===== config.mk =====
export PLATFORM = sky130hd
export DESIGN_NAME = serial_adder_ctrl
export DESIGN_NICKNAME = d
export VERILOG_FILES = /design/src/rtl/serial_adder_ctrl.sv
export SDC_FILE = /design/constraint.sdc
export NUM_CORES = 1
export LEC_CHECK = 0
export ABC_AREA = 1
export CAP_MARGIN = 20
export CELL_PAD_IN_SITES_DETAIL_PLACEMENT = 2
export CELL_PAD_IN_SITES_GLOBAL_PLACEMENT = 2
export CORE_UTILIZATION = 26
export CTS_CLUSTER_SIZE = 24
export DETAILED_ROUTE_END_ITERATION = 12
export GPL_ROUTABILITY_DRIVEN = 0
export PLACE_DENSITY_LB_ADDON = 0.1
export RECOVER_POWER = 25
export SYNTH_ARGS = -nofsm -noshare
export SYNTH_HDL_FRONTEND = slang
export SYNTH_SLANG_ARGS = --single-unit

===== constraint.sdc =====
create_clock -name clk -period 1.2 [get_ports clk]
set_input_delay 0.24 -clock clk [delete_from_list [all_inputs] [get_ports clk]]
set_output_delay 0.24 -clock clk [all_outputs]
set_load 0.01 [all_outputs]

===== src/rtl/serial_adder_ctrl.sv =====
// Bit-serial adder controller: sequences a 1-bit add cell LSB-first over WIDTH bits.
// Define SERIAL_ADDER_SUB_EN to add the sub port (a-b via ~b and carry preset to 1).
module serial_adder_ctrl #(
  parameter int WIDTH = 8  // legal range 2..32
) (
  input  logic             clk,
  input  logic             rst_n,
  input  logic             start,
  input  logic [WIDTH-1:0] a,
  input  logic [WIDTH-1:0] b,
`ifdef SERIAL_ADDER_SUB_EN
  input  logic             sub,
`endif
  output logic             busy,
  output logic             done,
  output logic [WIDTH-1:0] sum,
  output logic             cout
);

  localparam int CNT_W = (WIDTH > 1) ? $clog2(WIDTH) : 1;
  localparam logic [CNT_W-1:0] LAST_BIT = CNT_W'(WIDTH - 1);

  typedef enum logic [1:0] {
    IDLE = 2'd0,
    RUN  = 2'd1,
    DONE = 2'd2
  } state_e;

  state_e           state_q, state_d;
  logic [WIDTH-1:0] a_sr_q, a_sr_d;
  logic [WIDTH-1:0] b_sr_q, b_sr_d;
  logic [WIDTH-1:0] sum_q, sum_d;
  logic [CNT_W-1:0] cnt_q, cnt_d;
  logic             carry_q, carry_d;
  logic             cout_q, cout_d;
  logic             busy_q, busy_d;
  logic             done_q, done_d;
  logic             sub_sel;
  logic             bit_s, bit_c;

`ifdef SERIAL_ADDER_SUB_EN
  assign sub_sel = sub;
`else
  assign sub_sel = 1'b0;
`endif

  // The single add cell: two half adders plus the carry flop.
  assign bit_s = a_sr_q[0] ^ b_sr_q[0] ^ carry_q;
  assign bit_c = (a_sr_q[0] & b_sr_q[0]) | (carry_q & (a_sr_q[0] ^ b_sr_q[0]));

  always_comb begin
    state_d = state_q;
    a_sr_d  = a_sr_q;
    b_sr_d  = b_sr_q;
    sum_d   = sum_q;
    cnt_d   = cnt_q;
    carry_d = carry_q;
    cout_d  = cout_q;
    case (state_q)
      IDLE: begin
        if (start) begin
          state_d = RUN;
          a_sr_d  = a;
          b_sr_d  = sub_sel ? ~b : b;
          carry_d = sub_sel;
          cnt_d   = '0;
        end
      end
      RUN: begin
        a_sr_d  = a_sr_q >> 1;
        b_sr_d  = b_sr_q >> 1;
        carry_d = bit_c;
        sum_d   = {bit_s, sum_q[WIDTH-1:1]};
        // Hold the counter on the last bit so it never wraps.
        if (cnt_q == LAST_BIT) begin
          state_d = DONE;
          cout_d  = bit_c;
        end else begin
          cnt_d = cnt_q + CNT_W'(1);
        end
      end
      DONE:    state_d = IDLE;
      default: state_d = IDLE;
    endcase
    busy_d = (state_d == RUN);
    done_d = (state_d == DONE);
  end

  always_ff @(posedge clk or negedge rst_n) begin
    if (!rst_n) begin
      state_q <= IDLE;
      a_sr_q  <= '0;
      b_sr_q  <= '0;
      sum_q   <= '0;
      cnt_q   <= '0;
      carry_q <= 1'b0;
      cout_q  <= 1'b0;
      busy_q  <= 1'b0;
      done_q  <= 1'b0;
    end else begin
      state_q <= state_d;
      a_sr_q  <= a_sr_d;
      b_sr_q  <= b_sr_d;
      sum_q   <= sum_d;
      cnt_q   <= cnt_d;
      carry_q <= carry_d;
      cout_q  <= cout_d;
      busy_q  <= busy_d;
      done_q  <= done_d;
    end
  end

  assign busy = busy_q;
  assign done = done_q;
  assign sum  = sum_q;
  assign cout = cout_q;

endmodule


==> results.ini <==
[timing]
finalSetupViolations=0
final_max_slew_viol_count=0
whs_ns=0.483
finalWorstSetupSlack_ns=0.00314
hold_viol=0
min_period_over_period=0.997
finClkSkew_ns=0.00926
slew_headroom=0.486
worstMarginPinSlew_ns=0.772
layout_min_cycle_time_ns=1.20
rsz0062_at_grt=yes
fmax_ghz=0.836

[place]
dp_hpwl_mm=3.14
portBuffers=29
place_ws_ns=-0.208
placed_area_mm2=0.00204

[finish]
design_area_mm2=0.00223
register_area_um2=826
final_common_cell=nand2_1
areaGrowthSynthToFinish_pct=41.5
multi_input_area_um2=609
drive_gt1_frac=0.179
layout_common_cells=62 x nand2_1, 34 x inv_1, 33 x dfrtp_1
finish.utilization=0.393
antenna_cells=0
final_nets=267
nFillCells=652

[routing]
drt-wirelength-per-cell_um=14.1
wirelength_mm=4.47
vias=1441
antenna_left=0
drc=0
drt_first_pass_iters=4
drt-initial-drc-count=27
vias_per_cell=4.53

[floorplan]
coreArea_mm2=0.00568
die_area_mm2=0.00638
initial_core_util=0.278
die_h_um=79.9
num_rows=27
ios=30
die_x_um=79.9

[outcome]
status=complete, no violations

[synth]
synth_cell_type_count=15
yosys_register_bits=33
synth.avg_cell_area_um2=8.00
ys_seq_area_frac=0.524
syn_nets=219
syn_area_mm2=0.00158
syn_inst=197
yosysWarnings=0

[cts]
numCtsBuffers=5
cts_sinks=33
clock_path_buffers=2
clkLatencyLatePin_ns=0.29
cts_tree=done
clk_pin_slew_ns=0.07
htree_levels=2
ctsRootBufferMaster=clkbuf_8
cts_hold_buf=0

[global_routing]
grt_overflow=0
grt_antenna_before_repair=0
grt_pass1_vias=1569
grt_first_pass_wirelength_mm=7.42
grt_usage=0.156
grt_max_degree=34

[critical_path]
critPathKind=reg -> reg
cp-start-kind=register
crit_required_ns=1.37
critPathCaptureType=register
worstPathArrival_ns=1.37
path_max_fanout=5

[worst_hold_path]
holdCritPathClass=reg -> reg

[power_and_ir_drop]
total_power_mw=5.72
ir_drop_uv=768
powerDensity_mw_per_mm2=2560
p_leak_nw=1.17

[flow_run]
cap_violations=0

## worst paths after layout
kind | startpoint | end | slack [ns] | cells past startpoint
worst max-delay path | cnt_q[1] | cnt_q[1] | 0.003 | 6
worst min-delay path | b_sr_q[5] | b_sr_q[5] | 0.48 | 2
worst max register to register | cnt_q[1] | cnt_q[1] | 0.003 | 6
worst min register to register | b_sr_q[5] | b_sr_q[5] | 0.48 | 2
max in group asynchronous | rst_n | cnt_q[0] | 0.19 | 2
min in group asynchronous | rst_n | sum[2] | 0.51 | 2
## cell usage after synthesis, drive strengths merged
cell type	instances	area, µm²
fa	1	20.0
ha	2	25.0
buf	8	58.8
nand3	33	165
dfrtp	33	826
o21ai	11	55.1
nand2	65	254
inv	37	139
nor2	4	15.0
nand4	3	18.8
## timing repair
action / in CTS / in global routing
pin swaps: 1 / 2
setup endpoints to repair: 31 / 26
gates resized for setup: 27 / 16
buffers inserted: 3 / 2
## area by class of cell
class                   count  share of cell area
flip-flops and latches     33               0.370
multi-input cells         119               0.273
repair buffers             49               0.197
inverters                  37              0.0667
well taps                  72              0.0404
clock buffers               7              0.0387
clock inverters             1              0.0135
## cells by family after synthesis
group,after synthesis,share of synthesized area
buf+inv,45,0.125
fa+ha+maj,3,0.0286
simple gates,105,0.287
compound gates,11,0.0349
flops,33,0.524
## layer usage
| metal | routed length (µm) | up-vias | GRT usage | share of wire |
|---|---|---|---|---|
| met3 | 145 | 5 | 0.0446 | 0.032 |
| met5 | 0 | - | 0 | 0 |
| li1 | - | 696 | - | - |
| met2 | 2350 | 25 | 0.278 | 0.53 |
| met1 | 1900 | 715 | 0.176 | 0.43 |
| met4 | 67 | 0 | 0.0536 | 0.015 |
## worst max-delay path: stages (launching register included)
cell,delay [ns]
dfrtp_1,0.39
ha_2,0.21
ha_4,0.17
inv_6,0.07
nand3_4,0.10
nand3_2,0.09
nand2_1,0.06
## where the power goes
part           switching (mW)  leakage, nW  internal (mW)
logic                    1.47        0.709           1.22
registers               0.313        0.406           1.62
clock network           0.415       0.0585          0.677
total                    2.20         1.17           3.52
## sequential cells by signal, summed over array words and instances, names as in the netlist
register  flops
a_sr_q        8
b_sr_q        8
busy          1
carry_q       1
cnt_q         3
cout          1
done          1
state_q       2
sum           8
## through the flow
stage | cells | setup TNS (ns)
2_1_floorplan | 197 | 0
3_3_place_gp | 305 | -2.27
3_5_place_dp | 305 | -3.00
4_1_cts | 316 | -0.00258
5_1_grt | 318 | -0.130
6_report | 318 | 0
(Power assumes the default switching activity.)
